<file path="src/rtl/mem_arb_pkg.sv">
// Shared encodings and default widths for the memory bus arbiter.
package mem_arb_pkg;

    localparam int AW_DEF = 64;
    localparam int DW_DEF = 64;
    localparam int MW_DEF = DW_DEF / 8;

    typedef enum logic [1:0] {
        ST_IDLE = 2'd0,
        ST_REQ  = 2'd1,
        ST_RESP = 2'd2
    } state_e;

    typedef enum logic {
        OWN_IF  = 1'b0,
        OWN_MEM = 1'b1
    } owner_e;

endpackage

</file>
<file path="src/rtl/mem_arbiter_if.sv">
// Memory bus port: request/grant/response handshake between arbiter (master) and memory (slave).
interface mem_arbiter_if
    import mem_arb_pkg::*;
#(
    parameter int AW = AW_DEF,
    parameter int DW = DW_DEF,
    parameter int MW = MW_DEF
) ();

    logic          req;
    logic          we;
    logic [AW-1:0] addr;
    logic [DW-1:0] wdata;
    logic [MW-1:0] wmask;
    logic          gnt;
    logic          rvalid;
    logic [DW-1:0] rdata;

    modport master (
        output req, we, addr, wdata, wmask,
        input  gnt, rvalid, rdata
    );

    modport slave (
        input  req, we, addr, wdata, wmask,
        output gnt, rvalid, rdata
    );

endinterface

</file>
<file path="src/rtl/mem_arb_pick.sv">
// Combinational winner select between fetch and MEM requesters.
// MEM_ARBITER_RR_EN selects round-robin; otherwise MEM has fixed priority.
module mem_arb_pick
    import mem_arb_pkg::*;
(
    input  logic   if_req_i,
    input  logic   mem_req_i,
    input  owner_e last_owner_i,
    input  logic   blk_if_i,
    input  logic   blk_mem_i,
    output logic   valid_o,
    output owner_e owner_o
);

    logic if_v;
    logic mem_v;

    // A requester whose done pulse is in flight still holds a stale request.
    assign if_v  = if_req_i  & ~blk_if_i;
    assign mem_v = mem_req_i & ~blk_mem_i;

`ifdef MEM_ARBITER_RR_EN
    always_comb begin
        valid_o = if_v | mem_v;
        owner_o = OWN_IF;
        if (if_v && mem_v) begin
            owner_o = (last_owner_i == OWN_MEM) ? OWN_IF : OWN_MEM;
        end else if (mem_v) begin
            owner_o = OWN_MEM;
        end
    end
`else
    logic unused_last_owner;
    assign unused_last_owner = last_owner_i;

    always_comb begin
        valid_o = if_v | mem_v;
        owner_o = OWN_IF;
        if (mem_v) begin
            owner_o = OWN_MEM;
        end
    end
`endif

endmodule

</file>
<file path="src/rtl/mem_arbiter.sv">
// Shares one memory bus port between instruction fetch and the MEM stage, one transaction at a time.
// Optional round-robin arbitration via MEM_ARBITER_RR_EN (default: fixed MEM priority).
module mem_arbiter
    import mem_arb_pkg::*;
#(
    parameter int AW = AW_DEF,
    parameter int DW = DW_DEF,
    parameter int MW = MW_DEF
) (
    input  logic          clk,
    input  logic          rst,

    input  logic          if_req_i,
    input  logic [AW-1:0] if_addr_i,
    output logic [DW-1:0] if_rdata_o,
    output logic          if_done_o,

    input  logic          mem_ren_i,
    input  logic [AW-1:0] mem_raddr_i,
    input  logic          mem_wen_i,
    input  logic [AW-1:0] mem_waddr_i,
    input  logic [DW-1:0] mem_wdata_i,
    input  logic [MW-1:0] mem_wmask_i,
    output logic [DW-1:0] mem_rdata_o,
    output logic          mem_done_o,

    mem_arbiter_if.master bus,

    output logic          stall_if_o,
    output logic          stall_mem_o
);

    state_e        state_q,     state_d;
    owner_e        owner_q,     owner_d;
    logic          bus_req_q,   bus_req_d;
    logic          bus_we_q,    bus_we_d;
    logic [AW-1:0] bus_addr_q,  bus_addr_d;
    logic [DW-1:0] bus_wdata_q, bus_wdata_d;
    logic [MW-1:0] bus_wmask_q, bus_wmask_d;
    logic [DW-1:0] if_rdata_q,  if_rdata_d;
    logic [DW-1:0] mem_rdata_q, mem_rdata_d;
    logic          if_done_q,   if_done_d;
    logic          mem_done_q,  mem_done_d;

    logic   mem_req;
    logic   pick_valid;
    owner_e pick_owner;
    owner_e last_owner;

`ifdef MEM_ARBITER_RR_EN
    owner_e last_owner_q, last_owner_d;
    assign last_owner = last_owner_q;
`else
    assign last_owner = OWN_IF;
`endif

    assign mem_req = mem_ren_i | mem_wen_i;

    mem_arb_pick u_pick (
        .if_req_i     (if_req_i),
        .mem_req_i    (mem_req),
        .last_owner_i (last_owner),
        .blk_if_i     (if_done_q),
        .blk_mem_i    (mem_done_q),
        .valid_o      (pick_valid),
        .owner_o      (pick_owner)
    );

    always_comb begin
        state_d     = state_q;
        owner_d     = owner_q;
        bus_req_d   = bus_req_q;
        bus_we_d    = bus_we_q;
        bus_addr_d  = bus_addr_q;
        bus_wdata_d = bus_wdata_q;
        bus_wmask_d = bus_wmask_q;
        if_rdata_d  = if_rdata_q;
        mem_rdata_d = mem_rdata_q;
        if_done_d   = 1'b0;
        mem_done_d  = 1'b0;
`ifdef MEM_ARBITER_RR_EN
        last_owner_d = last_owner_q;
`endif

        case (state_q)
            ST_IDLE: begin
                if (pick_valid) begin
                    if (pick_owner == OWN_MEM && mem_wen_i && mem_wmask_i == '0) begin
                        // Empty write mask: complete locally without touching the bus.
                        mem_done_d = 1'b1;
`ifdef MEM_ARBITER_RR_EN
                        last_owner_d = OWN_MEM;
`endif
                    end else begin
                        owner_d   = pick_owner;
                        bus_req_d = 1'b1;
                        state_d   = ST_REQ;
                        if (pick_owner == OWN_MEM) begin
                            // Write wins when both ren and wen are set.
                            bus_we_d    = mem_wen_i;
                            bus_addr_d  = mem_wen_i ? mem_waddr_i : mem_raddr_i;
                            bus_wdata_d = mem_wen_i ? mem_wdata_i : '0;
                            bus_wmask_d = mem_wen_i ? mem_wmask_i : '0;
                        end else begin
                            bus_we_d    = 1'b0;
                            bus_addr_d  = if_addr_i;
                            bus_wdata_d = '0;
                            bus_wmask_d = '0;
                        end
                    end
                end
            end

            ST_REQ: begin
                if (bus.gnt) begin
                    bus_req_d = 1'b0;
                    state_d   = ST_RESP;
                end
            end

            ST_RESP: begin
                if (bus.rvalid) begin
                    state_d = ST_IDLE;
`ifdef MEM_ARBITER_RR_EN
                    last_owner_d = owner_q;
`endif
                    if (owner_q == OWN_IF) begin
                        if_rdata_d = bus.rdata;
                        if_done_d  = 1'b1;
                    end else begin
                        mem_done_d = 1'b1;
                        if (!bus_we_q) begin
                            mem_rdata_d = bus.rdata;
                        end
                    end
                end
            end

            default: state_d = ST_IDLE;
        endcase
    end

    always_ff @(posedge clk or negedge rst) begin
        if (!rst) begin
            state_q     <= ST_IDLE;
            owner_q     <= OWN_IF;
            bus_req_q   <= 1'b0;
            bus_we_q    <= 1'b0;
            bus_addr_q  <= '0;
            bus_wdata_q <= '0;
            bus_wmask_q <= '0;
            if_rdata_q  <= '0;
            mem_rdata_q <= '0;
            if_done_q   <= 1'b0;
            mem_done_q  <= 1'b0;
`ifdef MEM_ARBITER_RR_EN
            last_owner_q <= OWN_IF;
`endif
        end else begin
            state_q     <= state_d;
            owner_q     <= owner_d;
            bus_req_q   <= bus_req_d;
            bus_we_q    <= bus_we_d;
            bus_addr_q  <= bus_addr_d;
            bus_wdata_q <= bus_wdata_d;
            bus_wmask_q <= bus_wmask_d;
            if_rdata_q  <= if_rdata_d;
            mem_rdata_q <= mem_rdata_d;
            if_done_q   <= if_done_d;
            mem_done_q  <= mem_done_d;
`ifdef MEM_ARBITER_RR_EN
            last_owner_q <= last_owner_d;
`endif
        end
    end

    assign bus.req   = bus_req_q;
    assign bus.we    = bus_we_q;
    assign bus.addr  = bus_addr_q;
    assign bus.wdata = bus_wdata_q;
    assign bus.wmask = bus_wmask_q;

    assign if_rdata_o  = if_rdata_q;
    assign if_done_o   = if_done_q;
    assign mem_rdata_o = mem_rdata_q;
    assign mem_done_o  = mem_done_q;

    assign stall_if_o  = if_req_i & ~if_done_q;
    assign stall_mem_o = mem_req & ~mem_done_q;

endmodule

</file>
<file path="src/flat_wrapper.sv">
// flat-port wrapper written by rule: the top's interface ports become plain ports
module mem_arbiter_flat import mem_arb_pkg::*;
#(
    parameter int AW = AW_DEF,
    parameter int DW = DW_DEF,
    parameter int MW = MW_DEF
)
  (clk, rst, if_req_i, if_addr_i, if_rdata_o, if_done_o, mem_ren_i, mem_raddr_i, mem_wen_i, mem_waddr_i, mem_wdata_i, mem_wmask_i, mem_rdata_o, mem_done_o, stall_if_o, stall_mem_o, bus_req, bus_we, bus_addr, bus_wdata, bus_wmask, bus_gnt, bus_rvalid, bus_rdata);
  mem_arbiter_if #(.AW(AW), .DW(DW), .MW(MW)) bus_i ();
  input  logic clk;
  input  logic rst;
  input  logic if_req_i;
  input  logic [AW-1:0] if_addr_i;
  output logic [DW-1:0] if_rdata_o;
  output logic if_done_o;
  input  logic mem_ren_i;
  input  logic [AW-1:0] mem_raddr_i;
  input  logic mem_wen_i;
  input  logic [AW-1:0] mem_waddr_i;
  input  logic [DW-1:0] mem_wdata_i;
  input  logic [MW-1:0] mem_wmask_i;
  output logic [DW-1:0] mem_rdata_o;
  output logic mem_done_o;
  output logic stall_if_o;
  output logic stall_mem_o;
  output wire logic [$bits(bus_i.req)-1:0] bus_req;
  output wire logic [$bits(bus_i.we)-1:0] bus_we;
  output wire logic [$bits(bus_i.addr)-1:0] bus_addr;
  output wire logic [$bits(bus_i.wdata)-1:0] bus_wdata;
  output wire logic [$bits(bus_i.wmask)-1:0] bus_wmask;
  input wire logic [$bits(bus_i.gnt)-1:0] bus_gnt;
  input wire logic [$bits(bus_i.rvalid)-1:0] bus_rvalid;
  input wire logic [$bits(bus_i.rdata)-1:0] bus_rdata;
  assign bus_req = bus_i.req;
  assign bus_we = bus_i.we;
  assign bus_addr = bus_i.addr;
  assign bus_wdata = bus_i.wdata;
  assign bus_wmask = bus_i.wmask;
  assign bus_i.gnt = bus_gnt;
  assign bus_i.rvalid = bus_rvalid;
  assign bus_i.rdata = bus_rdata;
  mem_arbiter #(.AW(AW), .DW(DW), .MW(MW)) u_core (.clk(clk), .rst(rst), .if_req_i(if_req_i), .if_addr_i(if_addr_i), .if_rdata_o(if_rdata_o), .if_done_o(if_done_o), .mem_ren_i(mem_ren_i), .mem_raddr_i(mem_raddr_i), .mem_wen_i(mem_wen_i), .mem_waddr_i(mem_waddr_i), .mem_wdata_i(mem_wdata_i), .mem_wmask_i(mem_wmask_i), .mem_rdata_o(mem_rdata_o), .mem_done_o(mem_done_o), .bus(bus_i), .stall_if_o(stall_if_o), .stall_mem_o(stall_mem_o));
endmodule
</file>
<file path="config.mk">
export PLATFORM = sky130hd
export DESIGN_NAME = mem_arbiter_flat
export DESIGN_NICKNAME = d
export VERILOG_FILES = /design/src/rtl/mem_arb_pkg.sv /design/src/rtl/mem_arbiter_if.sv /design/src/rtl/mem_arb_pick.sv /design/src/rtl/mem_arbiter.sv /design/src/flat_wrapper.sv
export SDC_FILE = /design/constraint.sdc
export NUM_CORES = 1
export LEC_CHECK = 0
export CORE_AREA = 3 3 234 236
export DETAILED_ROUTE_END_ITERATION = 6
export DIE_AREA = 0 0 237 239
export PLACE_DENSITY = 0.47
export SYNTH_ARGS = -nofsm -noshare
export SYNTH_HDL_FRONTEND = slang
export SYNTH_HIERARCHICAL = 1
export SYNTH_SLANG_ARGS = --single-unit
export TNS_END_PERCENT = 10
</file>
<file path="constraint.sdc">
create_clock -name clk -period 2.54 [get_ports clk]
set_clock_uncertainty 0.1 [all_clocks]
set_input_delay 0.381 -clock clk [delete_from_list [all_inputs] [get_ports clk]]
set_output_delay 0.381 -clock clk [all_outputs]
set_load 0.1 [all_outputs]
</file>
After elaboration in Yosys (flattened, before gate mapping). Cells that the tools add are included.

Add/sub/neg operators: 0. Multipliers: 0. Div/mod/pow operators: 0. Magnitude comparators: 0. Eq/ne operators: 6. Shift-type cells: 0. Multiplexer cells: 25. Bitwise logic cells: 9. Reduce and logical (&&, ||, !) cells: 10.

Operator list (count): 64-bit 2-to-1 mux (4); 8-bit 2-to-1 mux (2); 1-bit 2-to-1 mux (12); 4-bit AND reduction (3); 8-bit zero test (1); 2-bit 2-to-1 mux (4); 2-bit inequality test (second input constant) (3); 2-bit case mux with 3 select lines (1); 3-bit AND reduction (2); 1-bit NOT (5); 1-bit case mux with 2 select lines (2); 1-bit bitwise AND (2); 2-bit by 1-bit == test with 1-bit output (second input constant) (1); 2-bit == test (second input constant) (1); 1-bit logical AND (2); 2-bit zero test (1); 2-bit by 1-bit inequality test with 1-bit output (second input constant) (1); 1-bit OR (2); 2-bit nonzero test (1).

Flip-flop bits (word level): 271. Latch bits: 0. RAM bits: 0. Bits in read-only memories: 0. Output and inout bits: 270. Memories kept: 0.

Longest topological paths before layout.
Depth after elaboration: 8. Depth in mapped cells: 11.

Cells and area by module. Netlist, hierarchy kept.

By module, submodules not included: mem_arbiter (instances 1, cells an instance 892, area an instance 11666.2 um2, sequential area each 6781.5 um2); mem_arb_pick (instances 1, cells an instance 3, area an instance 25.0 um2, sequential area each 0.0 um2).

Least setup slack after synthesis. No wires, ideal clock.

Path kind: input to output. Start: in mem_wen_i. End: out stall_mem_o. Arrival: 2.530 ns. Data required time: 2.059 ns. Slack: -0.471 ns. Cell stages on the path: 4. Path through: buf_1 buf_2 or2_2 nor2b_1.

Longest elaborated chain between the ends: 2.

Ends and longest elaborated chain: start: declaration (RTL line flat_wrapper.sv:18) `input logic mem_wen_i;`; 1-bit OR (RTL line mem_arbiter.sv:57) `assign mem_req = mem_ren_i | mem_wen_i;`; net u_core.mem_req (RTL line mem_arbiter.sv:45) `logic mem_req;`; 1-bit bitwise AND (RTL line mem_arbiter.sv:189) `assign stall_mem_o = mem_req & ~mem_done_q;`; end: declaration (RTL line flat_wrapper.sv:25) `output logic stall_mem_o;`.

The timed path passes the listed nets, and every way through them passes these cells.

Worst setup path after layout.
Start: in mem_wmask_i[5]. End: reg u_core.bus_addr_q[63], in the netlist u_core/bus.addr[63].

Longest elaborated chain between the ends: 4.

Ends and longest elaborated chain: start: declaration (RTL line flat_wrapper.sv:21) `input logic [MW-1:0] mem_wmask_i;`; 8-bit zero test (RTL line mem_arbiter.sv:88) `if (pick_owner == OWN_MEM && mem_wen_i && mem_wmask_i == '0) begin`; 1-bit logical AND (RTL line mem_arbiter.sv:88); 1-bit NOT (no line); 3-bit AND reduction (no line); end signal: assignment (RTL line mem_arbiter.sv:164) `bus_addr_q <= bus_addr_d;`; end: declaration (RTL line mem_arbiter.sv:37) `logic [AW-1:0] bus_addr_q, bus_addr_d;`.

Every way passes these cells. A chain may end at the register's enable or synchronous reset.

==> flow_summary.ini <==
[cells_and_area]
syn2layout_area_growth_pct = 65.90
final_cell_mix = clkdlybuf4s50_1 (332), buf_4 (299), dfrtp_1 (271)
finalNonFillerCells = 2227
n_fill_cell = 5156
fin_nets = 1847
drive_gt1_share_pct = 37.45
final_common_cell = clkdlybuf4s50_1

[sta]
hold_violations = 0
max_freq_mhz = 407.4
slew_violations = 0
rsz0062_at_grt = no
finalSetupViolCount = 0
finalCritPeriodShare_pct = 96.63
min_period_ns = 2.454
max_slew_margin_pct = 59.93
worst_pin_slew_ns = 0.6010

[synthesis]
synthCells = 894
syn_nets = 1229
syn_avg_cell_area_um2 = 13.07
yosysWarnings = 6
syn_area_mm2 = 0.01169

[hold_path]
hold_class = in -> async

[critical_path]
worst-path-buf-inv = 2
critPathLaunch = mem_wmask_i[5]
path_delay_family = buffers and inverters
worstPathRequired_ns = 2.82
rr_startpoint = u_core/mem_done_o
end_kind = flop
arrival_ns = 2.74
cp_max_fo = 10
cpPeakStageDelay_ns = 0.70
start_kind = input pin
slowest_stage = or4_1
worst-setup-path-type = in -> reg
worstPathCellList = clkdlybuf4s50_1, or4_1, o31ai_4, buf_4, mux2_2

[clocking]
cts.sinks = 271
clock_path_buffers = 3
holdBufCountCts = 1
numCtsBuffers = 36
worstSkewPairLatency_ns = 0.53
cts_resized = 0
cts_tree = yes
clockRootBuffer = clkbuf_16
clkTransAtPathRegs_ns = 0.06
ctsHtreeMaxLevel = 2
cts_setup_buffers = 0

[floorplan]
ios = 605
core.rowCount = 84
coreArea_mm2 = 0.05266
die_w_um = 237
die_h_um = 239
floorplan.die_area_mm2 = 0.05664
start_util_pct = 22.20

[detailed_routing]
drt_iter0_drc = 349
drcViolationCount = 0
drtAntennaViolNets = 0
vias_per_cell = 4.306
vias = 9589
drt-wirelength-per-cell_um = 21.10
drt_pass1_iterations = 4
wirelength_um = 46990

[place]
hpwl_um = 36140
placed_cells = 2161
place.gp.congestion = 0.7762
portBuffers = 604

[flow_run]
cap_violations = 0

[grt]
gr-total-overflow = 0
grt_pass1_vias = 10330
antenna_found_initial = 1
grt_pass1_wl_um = 68690
grt_max_degree = 66
grtUsageTotal_pct = 15.96

[status]
status = complete, no violations
## through the flow
stage | TNS, ns | instance area [µm²] | worst slack, ns | utilization, % | hold WS (ns)
after floorplan | -0.4012 | 11690 | -0.1631 | - | -0.01459
after global placement | -48.31 | 18150 | -0.4273 | 34.46 | 0.2554
after detailed placement | -54.27 | 18150 | -0.4850 | 34.46 | 0.2640
after CTS | 0 | 19390 | 0.06890 | 36.82 | 0.2621
after global routing | 0 | 19390 | 0.04990 | 36.82 | 0.2861
final | 0 | 19390 | 0.08559 | 36.82 | 0.2892
## final timing paths
| check | end | slack [ns] | cells after the start |
|---|---|---|---|
| max reg2reg | u_core/bus.addr[63] | 0.32 | 5 |
| min reg2reg | u_core/bus.wmask[1] | 0.38 | 1 |
| min | u_core/mem_rdata_o[61] | 0.29 | 2 |
| max in group asynchronous | u_core/if_rdata_o[27] | 1.29 | 3 |
| max | u_core/bus.addr[63] | 0.09 | 5 |
| min in group clk | u_core/bus.wdata[40] | 0.31 | 3 |
## routing by layer
metal,share of wire (%),track usage (%),up-vias
met3,9.2,6.045,54
met2,50,27.75,373
met1,39,18.62,4659
met5,0,0,-
li1,-,-,4503
met4,1.9,3.830,0
## cell type report
| type | count | area (µm²) | share of cell area, % |
|---|---|---|---|
| diodes | 1 | 2.502 | 0.01291 |
| well taps | 688 | 860.8 | 4.440 |
| clock buffers | 48 | 998.5 | 5.149 |
| clock inverters | 16 | 232.7 | 1.200 |
| repair buffers | 650 | 5933 | 30.60 |
| inverters | 1 | 3.754 | 0.01936 |
| multi-input cells | 552 | 4577 | 23.60 |
| flip-flops and latches | 271 | 6782 | 34.97 |
## registers in the layout, summed over array words and instances, names as in the netlist
register	count
u_core/bus.addr	64
u_core/bus.wdata	64
u_core/if_rdata_o	64
u_core/mem_rdata_o	64
u_core/bus.wmask	8
u_core/state_q	2
u_core/bus.req	1
u_core/bus.we	1
u_core/if_done_o	1
u_core/mem_done_o	1
u_core/owner_q	1
## worst reg2reg max path: stages, from the launching register on
cell     delay [ns]
dfrtp_1        0.44
nor2b_4        0.15
nand2_1        0.13
o31ai_4        0.60
buf_4          0.32
mux2_2         0.36
Power is not shown: default switching activity piles up to over one toggle a cycle in this logic, so the estimate is an artifact.
